$ cat src/rtl/mu0_cpu.sv
// mu0_cpu: parametrised MU0 core with a req/ack memory port, run/halt
// control, single-stepping and a sticky illegal-opcode flag.
//
// state | meaning
// IDLE  | halted, no memory request, waits for start
// FETCH | reading the instruction at PC
// EXEC  | decoding IR, resolves jumps/STP/illegal directly
// MEM   | data access for LDA/STO/ADD/SUB at address S
module mu0_cpu #(
    parameter int DATA_W   = 16,
    parameter int ADDR_W   = DATA_W - 4,
    parameter int RESET_PC = 0
) (
    input  logic              clk,
    input  logic              reset,
    input  logic              start_i,
    input  logic              halt_req_i,
    output logic              mem_req_o,
    output logic              mem_we_o,
    output logic [ADDR_W-1:0] mem_addr_o,
    output logic [DATA_W-1:0] mem_wdata_o,
    input  logic              mem_ack_i,
    input  logic [DATA_W-1:0] mem_rdata_i,
    output logic              halted_o,
    output logic              done_o,
    output logic              illegal_o,
    output logic [ADDR_W-1:0] pc_out_o,
    output logic [DATA_W-1:0] acc_out_o
);

    typedef enum logic [1:0] {S_IDLE, S_FETCH, S_EXEC, S_MEM} state_t;

    localparam logic [3:0] OP_LDA = 4'd0;
    localparam logic [3:0] OP_STO = 4'd1;
    localparam logic [3:0] OP_ADD = 4'd2;
    localparam logic [3:0] OP_SUB = 4'd3;
    localparam logic [3:0] OP_JMP = 4'd4;
    localparam logic [3:0] OP_JGE = 4'd5;
    localparam logic [3:0] OP_JNE = 4'd6;
    localparam logic [3:0] OP_STP = 4'd7;

    state_t              state_q, state_d;
    logic [ADDR_W-1:0]   pc_q, pc_d;
    logic [DATA_W-1:0]   acc_q, acc_d;
    logic [DATA_W-1:0]   ir_q, ir_d;
    logic                mem_req_q, mem_req_d;
    logic                mem_we_q, mem_we_d;
    logic [ADDR_W-1:0]   mem_addr_q, mem_addr_d;
    logic [DATA_W-1:0]   mem_wdata_q, mem_wdata_d;
    logic                halted_q, halted_d;
    logic                done_q, done_d;
    logic                illegal_q, illegal_d;

    logic [3:0]          op_w;
    logic [DATA_W-5:0]   s_w;
    logic                take_w;

    assign op_w = ir_q[DATA_W-1:DATA_W-4];
    assign s_w  = ir_q[DATA_W-5:0];

    // Next-state and next-output logic; bus outputs are computed one cycle
    // ahead so that they come straight from flops and hold through waits.
    always_comb begin
        state_d     = state_q;
        pc_d        = pc_q;
        acc_d       = acc_q;
        ir_d        = ir_q;
        mem_req_d   = mem_req_q;
        mem_we_d    = mem_we_q;
        mem_addr_d  = mem_addr_q;
        mem_wdata_d = mem_wdata_q;
        done_d      = 1'b0;
        illegal_d   = illegal_q;
        take_w      = 1'b0;

        case (state_q)
            S_IDLE: begin
                if (start_i) begin
                    state_d    = S_FETCH;
                    illegal_d  = 1'b0;
                    mem_req_d  = 1'b1;
                    mem_we_d   = 1'b0;
                    mem_addr_d = pc_q;
                end
            end
            S_FETCH: begin
                if (mem_ack_i) begin
                    ir_d      = mem_rdata_i;
                    pc_d      = pc_q + ADDR_W'(1);
                    state_d   = S_EXEC;
                    mem_req_d = 1'b0;
                end
            end
            S_EXEC: begin
                case (op_w)
                    OP_LDA, OP_STO, OP_ADD, OP_SUB: begin
                        state_d     = S_MEM;
                        mem_req_d   = 1'b1;
                        mem_we_d    = (op_w == OP_STO);
                        mem_addr_d  = ADDR_W'(s_w);
                        mem_wdata_d = acc_q;
                    end
                    OP_JMP, OP_JGE, OP_JNE: begin
                        take_w = (op_w == OP_JMP)
                              || ((op_w == OP_JGE) && !acc_q[DATA_W-1])
                              || ((op_w == OP_JNE) && (acc_q != '0));
                        if (take_w) begin
                            pc_d = ADDR_W'(s_w);
                        end
                        if (halt_req_i) begin
                            state_d = S_IDLE;
                        end else begin
                            state_d    = S_FETCH;
                            mem_req_d  = 1'b1;
                            mem_we_d   = 1'b0;
                            mem_addr_d = pc_d;
                        end
                    end
                    OP_STP: begin
                        done_d  = 1'b1;
                        state_d = S_IDLE;
                    end
                    default: begin
                        illegal_d = 1'b1;
                        state_d   = S_IDLE;
                    end
                endcase
            end
            S_MEM: begin
                if (mem_ack_i) begin
                    case (op_w)
                        OP_LDA:  acc_d = mem_rdata_i;
                        OP_ADD:  acc_d = acc_q + mem_rdata_i;
                        OP_SUB:  acc_d = acc_q - mem_rdata_i;
                        default: acc_d = acc_q;
                    endcase
                    mem_we_d = 1'b0;
                    if (halt_req_i) begin
                        state_d   = S_IDLE;
                        mem_req_d = 1'b0;
                    end else begin
                        state_d    = S_FETCH;
                        mem_req_d  = 1'b1;
                        mem_addr_d = pc_q;
                    end
                end
            end
            default: begin
                state_d   = S_IDLE;
                mem_req_d = 1'b0;
                mem_we_d  = 1'b0;
            end
        endcase

        halted_d = (state_d == S_IDLE);
    end

    // State, datapath and registered outputs with synchronous reset.
    always_ff @(posedge clk) begin
        if (reset) begin
            state_q     <= S_IDLE;
            pc_q        <= ADDR_W'(RESET_PC);
            acc_q       <= '0;
            ir_q        <= '0;
            mem_req_q   <= 1'b0;
            mem_we_q    <= 1'b0;
            mem_addr_q  <= '0;
            mem_wdata_q <= '0;
            halted_q    <= 1'b1;
            done_q      <= 1'b0;
            illegal_q   <= 1'b0;
        end else begin
            state_q     <= state_d;
            pc_q        <= pc_d;
            acc_q       <= acc_d;
            ir_q        <= ir_d;
            mem_req_q   <= mem_req_d;
            mem_we_q    <= mem_we_d;
            mem_addr_q  <= mem_addr_d;
            mem_wdata_q <= mem_wdata_d;
            halted_q    <= halted_d;
            done_q      <= done_d;
            illegal_q   <= illegal_d;
        end
    end

    assign mem_req_o   = mem_req_q;
    assign mem_we_o    = mem_we_q;
    assign mem_addr_o  = mem_addr_q;
    assign mem_wdata_o = mem_wdata_q;
    assign halted_o    = halted_q;
    assign done_o      = done_q;
    assign illegal_o   = illegal_q;
    assign pc_out_o    = pc_q;
    assign acc_out_o   = acc_q;

endmodule

$ cat config.mk
export PLATFORM = sky130hd
export DESIGN_NAME = mu0_cpu
export DESIGN_NICKNAME = d
export VERILOG_FILES = /design/src/rtl/mu0_cpu.sv
export SDC_FILE = /design/constraint.sdc
export NUM_CORES = 1
export LEC_CHECK = 0
export ABC_AREA = 1
export CORE_ASPECT_RATIO = 1.1
export CORE_MARGIN = 3
export CORE_UTILIZATION = 49
export CTS_CLUSTER_SIZE = 10
export DETAILED_ROUTE_END_ITERATION = 8
export PLACE_DENSITY = 0.77
export SETUP_SLACK_MARGIN = 0.02
export SLEW_MARGIN = 40
export SYNTH_ARGS = -nofsm -noshare
export SYNTH_HDL_FRONTEND = slang
export SYNTH_SLANG_ARGS = --single-unit
$ cat constraint.sdc
create_clock -name clk -period 2.4 [get_ports clk]
set_clock_uncertainty 0.1 [all_clocks]
set_input_delay 0.24 -clock clk [delete_from_list [all_inputs] [get_ports clk]]
set_output_delay 0.24 -clock clk [all_outputs]
set_load 0.02 [all_outputs]
-- Yosys cells after proc, flatten, opt, wreduce, memory -nomap -nowiden
Cells that the tools add are included.
- register bits after elaboration: 79
- bits in latches: 0
- bits in writable memories: 0
- ROM bits: 0
- input port bits: 21
- output and inout port bits: 61
- word-level logic and storage cells: 89
- memories kept: 0
- add/subtract/negate cells: 3
- multiply operators: 0
- div/mod/pow operators: 0
- order comparisons: 0
- equality and inequality tests: 18
- shift operators: 0
- muxes and demuxes: 31
- bitwise logic cells: 1
- reduce and logical (&&, ||, !) cells: 25
- operator list (kind ; count):
    12-bit 2-to-1 mux ; 7
    12-bit case mux with 2 select lines ; 2
    16-bit case mux with 3 select lines ; 1
    12-bit case mux with 3 select lines ; 1
    16-bit adder ; 1
    4-bit by 3-bit equality test with 1-bit output (second input constant) ; 4
    16-bit nonzero test ; 1
    16-bit subtractor ; 1
    12-bit by 1-bit adder with 12-bit output (second input constant) ; 1
    2-bit != test (second input constant) ; 6
    1-bit 2-to-1 mux ; 10
    5-bit AND reduction ; 2
    3-bit AND reduction ; 3
    4-bit by 2-bit equality test with 1-bit output (second input constant) ; 2
    2-bit case mux with 4 select lines ; 1
    8-bit OR reduction ; 1
    2-bit 2-to-1 mux ; 3
    1-bit case mux with 2 select lines ; 3
    6-bit AND reduction ; 1
    3-bit nonzero test ; 2
    2-bit equality test (second input constant) ; 2
    4-bit by 1-bit equality test with 1-bit output (second input constant) ; 1
    2-bit zero test ; 2
    4-bit zero test ; 1
    15 further kinds ; 19

-- Longest topological paths before layout
- word-level depth: 8
- depth in mapped cells: 23
- mapped depth without buffers: 23

-- Worst setup path after synthesis
OpenSTA, ideal clock, no wires.
- kind: input-to-reg
- start: input port mem_rdata_i[0]
- end: register acc_q[15] (netlist: acc_out_o[15])
- setup time: 0.132 ns
- data arrival time: 2.353 ns
- required time: 2.168 ns
- slack: -0.185 ns
- stages: 23
- path buffers: 0
- cell sequence: inv_1 -> ha_1 -> nand2_1 -> nor2_1 -> nand2_1 -> nor2_1 -> nand2_1 -> o21ai_0 -> o21ai_0 -> xor2_1 -> ha_1 -> nand2_1 -> inv_1 -> nand2_1 -> nand2_1 -> inv_1 -> nand2_1 -> a21oi_1 -> nand2_1 -> nand2_1 -> nand2_1 -> nand2_1 -> a21oi_1
- cells in the longest elaborated chain, start to end: 2
- elaborated cells on any way between the ends: 3
- classes of those cells: add/sub (2); mux (1)
- RTL lines (what ; RTL line ; RTL):
    from (decl) ; 23 ; input logic [DATA_W-1:0] mem_rdata_i,
    16-bit subtractor or 16-bit adder (tied branches) ; 134, 133 ;
    16-bit case mux with 3 select lines * ; 131 ; case (op_w)
    to (signal assigned) ; 163 ; acc_q <= '0;
    to (signal assigned) ; 175 ; acc_q <= acc_d;
    to (decl) ; 44 ; logic [DATA_W-1:0] acc_q, acc_d;
Every way passes the cells marked *; elsewhere a longest branch is shown, timed or not.
A chain may end at the register's enable or synchronous reset.

-- Final worst setup path
- start: register ir_q[15]
- end: register acc_q[7] (netlist: acc_out_o[7])
- cells in the longest elaborated chain, start to end: 3
- elaborated cells on any way between the ends: 6
- classes of those cells: eq/ne (2); mux (1); reduce/logical (3)
- RTL lines (what ; RTL line ; RTL):
    from (decl) ; 45 ; logic [DATA_W-1:0] ir_q, ir_d;
    from (signal assigned) ; 176 ; ir_q <= ir_d;
    4-bit by 2-bit equality test with 1-bit output or 4-bit zero test (tied branches) ; 131 ;
    3-bit nonzero test (no line) ; -- ;
    3-bit AND reduction (no line) ; -- ;
Several ways; a longest one is shown, not always the timed one.

==> summary by stage <==
STA
The final worst-path setup slack is -109 ps. Based on the critical path, the design can be clocked at up to 0.399 GHz. The worst-case headroom to the max-slew limit is 62.3%. Setup repair after global routing could not meet its margin everywhere. The actual transition at the worst max-transition pin is 565 ps. Setup violations remaining at the end of the flow were counted as 7. After layout, the minimum clock period comes to 2510 ps. The number of max-slew violations in the final report was 0. The number of hold-slack violations in the final timing report is 0. The final critical path takes up 105% of the cycle.

Finish
Compared with the post-synthesis result, the final layout area differs by 42.7%. Counting the fill cells in the layout gives 780. The layout cell share with drive strength beyond 1 is 22.0%. The design area is 6950 um2. In the final layout, flip-flops and latches occupy 1590 um2. The post-layout utilization of the core is 72.9%. The multi-input combinational cells in the finished layout cover a total of 3160 um2. The diode insertion count for antenna repair is 0. The net count of the finished layout is 949.

Placed design
Prior to clock tree synthesis, the placed netlist has a worst setup slack of -780 ps. The placed instance area is 6340 um2. The number of buffers inserted by port buffering is 81. Routability-driven placement finished with a final weighted congestion of 0.950. The half-perimeter wire length after placement is 12200 um.

Run status
The flow ran to the end, but the final reports show violations. The checks that failed: negative setup slack.

Yosys
The most instantiated flip-flop cell in the synthesis netlist is sky130_fd_sc_hd__dfxtp_1. The per-instance average area after synthesis is 6.44 um2. Yosys mapped a number of flops with a built-in enable equal to 0. In this run, distinct cell masters in the synthesized netlist total 36. Sequential elements use 32.5% of the synthesized area. The cell count after synthesis is 756. After synthesis the cells add up to 4870 um2. The Yosys warning count is 0. The net count of the mapped netlist is 795. The share of async-settable or async-resettable flops after synthesis is 0%. After synthesis the netlist holds a flip-flop and latch count of 79.

Clock tree
The clock passes through at most 2 buffers. After clock tree synthesis, the clock-pin slew on the worst setup and hold paths is 90 ps. TritonCTS created 9 clock buffers. The deepest level of the CTS H-tree is 3. The clock net sink count is 79. The latest clock arrival within the worst-skew pair is 360 ps. The quantity of hold-fixing buffers added after cts is 0.

The TritonCTS clock tree is built. The root buffer cell chosen for the clock tree is sky130_fd_sc_hd__clkbuf_8.

Routing
The first routing iteration left 288 violations. After detailed routing, the number of remaining DRC violations is 0. The highest metal layer carrying signal wires in the routed design is met4. For this block, the via count after detailed routing is 5745. The routed design has 16900 um of wire. Summed over all nets, wire length on met3 after detailed routing comes to 923 um. Dividing the detail-routed wire length by the instance count gives 16.3 um.

In the final routing, the length of wire on met1 measures 6940 um. In the routed layout, each cell is associated on average with a via count of 5.57. The routed wire length on met2 is 8360 um. Once detail routing completed, the nets flagged for antenna violations numbered 0. The first-pass iteration count of the detailed router is 5.

Setup path
The highest cell delay on the worst timing path is 350 ps. STA classifies the critical path startpoint as a register. Broken down by cell family, the worst path's largest delay share belongs to compound AO/OA/AOI/OAI gates. The count of buffering cells on the critical path with inverters included is 4. For the worst setup path, the data arrival time is 2680 ps. The cell repeated most along the worst path is sky130_fd_sc_hd__nand2_4. For this design, the slowest cell found on the critical path is sky130_fd_sc_hd__dfxtp_2.

Traced cell by cell, the critical path runs through nor2_4 -> nand2_4 -> buf_6 -> nand2_4 -> o21ai_2 -> xor2_1 -> inv_1 -> ha_4 -> nand2_4 -> inv_2 -> a21oi_2 -> nand2_2 -> buf_4 -> a21oi_2 -> o21ai_1 -> a21oi_1. The data required time of the critical path is 2570 ps. The category of the most critical setup path is reg2reg.

Along the worst path, the maximum fanout reaches 4. The endpoint class of the critical path is a register.

Global route
The first global-routing pass estimated 27300 um of wire. The number of antenna violations at the first check in global routing is 0. The number of global-route vias before repair came to 5761. Global routing finished with a remaining overflow of 0.

Entering global routing, the biggest net connects 65 pins. In the global route stage, overall resource usage came out at 30.0%.

Floorplanning
The die boundary height is 111 um. Once the floorplan was initialized, standard cells occupied 51.1% of the core. The site row count is 37.

The total core area is 9540 um2. The boundary pin count is 82. The horizontal extent of the die is 101 um.

The overall die area is 11200 um2.

Worst hold path
The min-delay analysis places its worst path in the category in2reg.

Pwr
The internal power of the cells totals 0.00246 W. The sequential fraction of design power is 40.5%. The logic gate share of total power is 27.9%.

The fraction of power consumed by the clock network is 31.6%. VDD sags by at most 0.339 mV. The cell area power density is 527 nW/um2. The leakage power total is 3.08 nW.

In this run the power spent charging and discharging nets is 0.00120 W. The fraction of power spent switching nets is 32.8%.

Run
The max-cap check violation count is 0.
[final cells by class]
type / count / area share [%]
multi-input cells: 564 / 45.4
flip-flops and latches: 79 / 22.8
repair buffers: 170 / 21.6
inverters: 86 / 4.72
well taps: 117 / 2.11
clock buffers: 10 / 1.98
clock inverters: 6 / 1.31
[worst paths after layout]
check | startpoint | endpoint | slack [ps] | cells after the start
worst max-delay path | ir_q[15] | acc_out_o[7] | -110 | 16
worst min-delay path | mem_rdata_i[1] | acc_out_o[1] | 140 | 3
worst min register to register | illegal_o | illegal_o | 370 | 2
worst max register to register | ir_q[15] | acc_out_o[7] | -110 | 16
[flip-flops by register name, indices dropped and copies added (netlist names)]
| register | cells |
|---|---|
| halted_o | 1 |
| acc_out_o | 16 |
| pc_out_o | 12 |
| mem_req_o | 1 |
| mem_addr_o | 12 |
| mem_wdata_o | 16 |
| ir_q | 16 |
| state_q | 2 |
| done_o | 1 |
| illegal_o | 1 |
| mem_we_o | 1 |
[synthesized netlist by cell type, drive strengths merged, types with 7 or more instances]
cell	n	area [um2]
dfxtp	79	1580
nand3	38	190
nor2	97	384
a21oi	100	500
inv	84	315
o211ai	14	110
clkbuf	21	78.8
nand2	156	601
o22ai	7	43.8
nor3	9	45.0
xor2	14	123
o21ai	86	430
ha	17	213
[per-layer routing]
metal  global-route usage, %  vias up
met5                       0        -
met4                    13.4        0
met3                    3.92       48
met2                    52.0      230
met1                    36.1     2654
li1                        -     2813
[per-stage QoR]
stage | hold WS, ps | total power, W | setup TNS (ps) | instances
5_1_grt | 138 | 0.00384 | -1850 | 1032
3_3_place_gp | 348 | 0.00243 | -7080 | 1006
3_5_place_dp | 361 | 0.00245 | -7520 | 1006
2_1_floorplan | 209 | 0.00203 | -3.60 | 756
6_report | 144 | 0.00367 | -339 | 1032
4_1_cts | 133 | 0.00363 | -33.8 | 1025
[logic make-up (layout without fill, tap and decap cells)]
family / after synthesis / count (layout) / synth area share [%]
flip-flops: 79 / 79 / 32.5
XOR/XNOR: 20 / 20 / 3.60
adder cells (fa/ha/maj): 18 / 18 / 4.78
AND/OR/NAND/NOR: 307 / 307 / 26.0
AO/OA/AOI/OAI: 219 / 219 / 24.0
buffers and inverters: 113 / 272 / 9.17
[cells in the final DEF (no fill, tap or decap), types with 5 or more instances in the layout]
cell,count
sky130_fd_sc_hd__ha_4,7
sky130_fd_sc_hd__nand2_1,132
sky130_fd_sc_hd__clkbuf_8,10
sky130_fd_sc_hd__dfxtp_1,75
sky130_fd_sc_hd__xor2_1,14
sky130_fd_sc_hd__ha_1,10
sky130_fd_sc_hd__buf_4,81
sky130_fd_sc_hd__nand3_1,37
sky130_fd_sc_hd__o21ai_1,14
sky130_fd_sc_hd__nand2_4,5
sky130_fd_sc_hd__o22ai_1,7
sky130_fd_sc_hd__nor2_1,86
sky130_fd_sc_hd__a21oi_1,84
sky130_fd_sc_hd__inv_2,12
sky130_fd_sc_hd__nand2_2,19
sky130_fd_sc_hd__buf_6,6
sky130_fd_sc_hd__nor2_2,7
sky130_fd_sc_hd__o211ai_1,13
sky130_fd_sc_hd__a21oi_2,16
sky130_fd_sc_hd__inv_1,71
sky130_fd_sc_hd__nor3_1,6
sky130_fd_sc_hd__o21ai_0,68
sky130_fd_sc_hd__xnor2_1,5
sky130_fd_sc_hd__clkdlybuf4s50_1,74
[power groups by stage]
stage / combinational (W) / clock [W] / sequential [W]
2_1_floorplan: 0.000445 / 0 / 0.00159
3_3_place_gp: 0.000922 / 0 / 0.00150
3_5_place_dp: 0.000939 / 0 / 0.00151
4_1_cts: 0.000982 / 0.00117 / 0.00148
5_1_grt: 0.00112 / 0.00122 / 0.00150
6_report: 0.00102 / 0.00116 / 0.00148
[repair_timing]
| item | in CTS | in global routing |
|---|---|---|
| resized for setup | 76 | 36 |
| endpoints found under the setup margin | 11 | 12 |
| buffers inserted | 3 | 7 |
| hold endpoints to repair | 0 | 0 |
| pin swaps | 31 | 44 |
[worst reg2reg max path: stages, from the launching register on]
cell                      delay, ps
sky130_fd_sc_hd__dfxtp_2        350
sky130_fd_sc_hd__nor2_4         140
sky130_fd_sc_hd__nand2_4        100
sky130_fd_sc_hd__buf_6          130
sky130_fd_sc_hd__nand2_4         70
sky130_fd_sc_hd__o21ai_2         60
sky130_fd_sc_hd__xor2_1         160
sky130_fd_sc_hd__inv_1          100
sky130_fd_sc_hd__ha_4           260
sky130_fd_sc_hd__nand2_4         80
sky130_fd_sc_hd__inv_2           40
sky130_fd_sc_hd__a21oi_2        130
sky130_fd_sc_hd__nand2_2        120
sky130_fd_sc_hd__buf_4          170
sky130_fd_sc_hd__a21oi_2        110
sky130_fd_sc_hd__o21ai_1         70
sky130_fd_sc_hd__a21oi_1        220
Note: power is estimated with default switching activity, not from simulation.
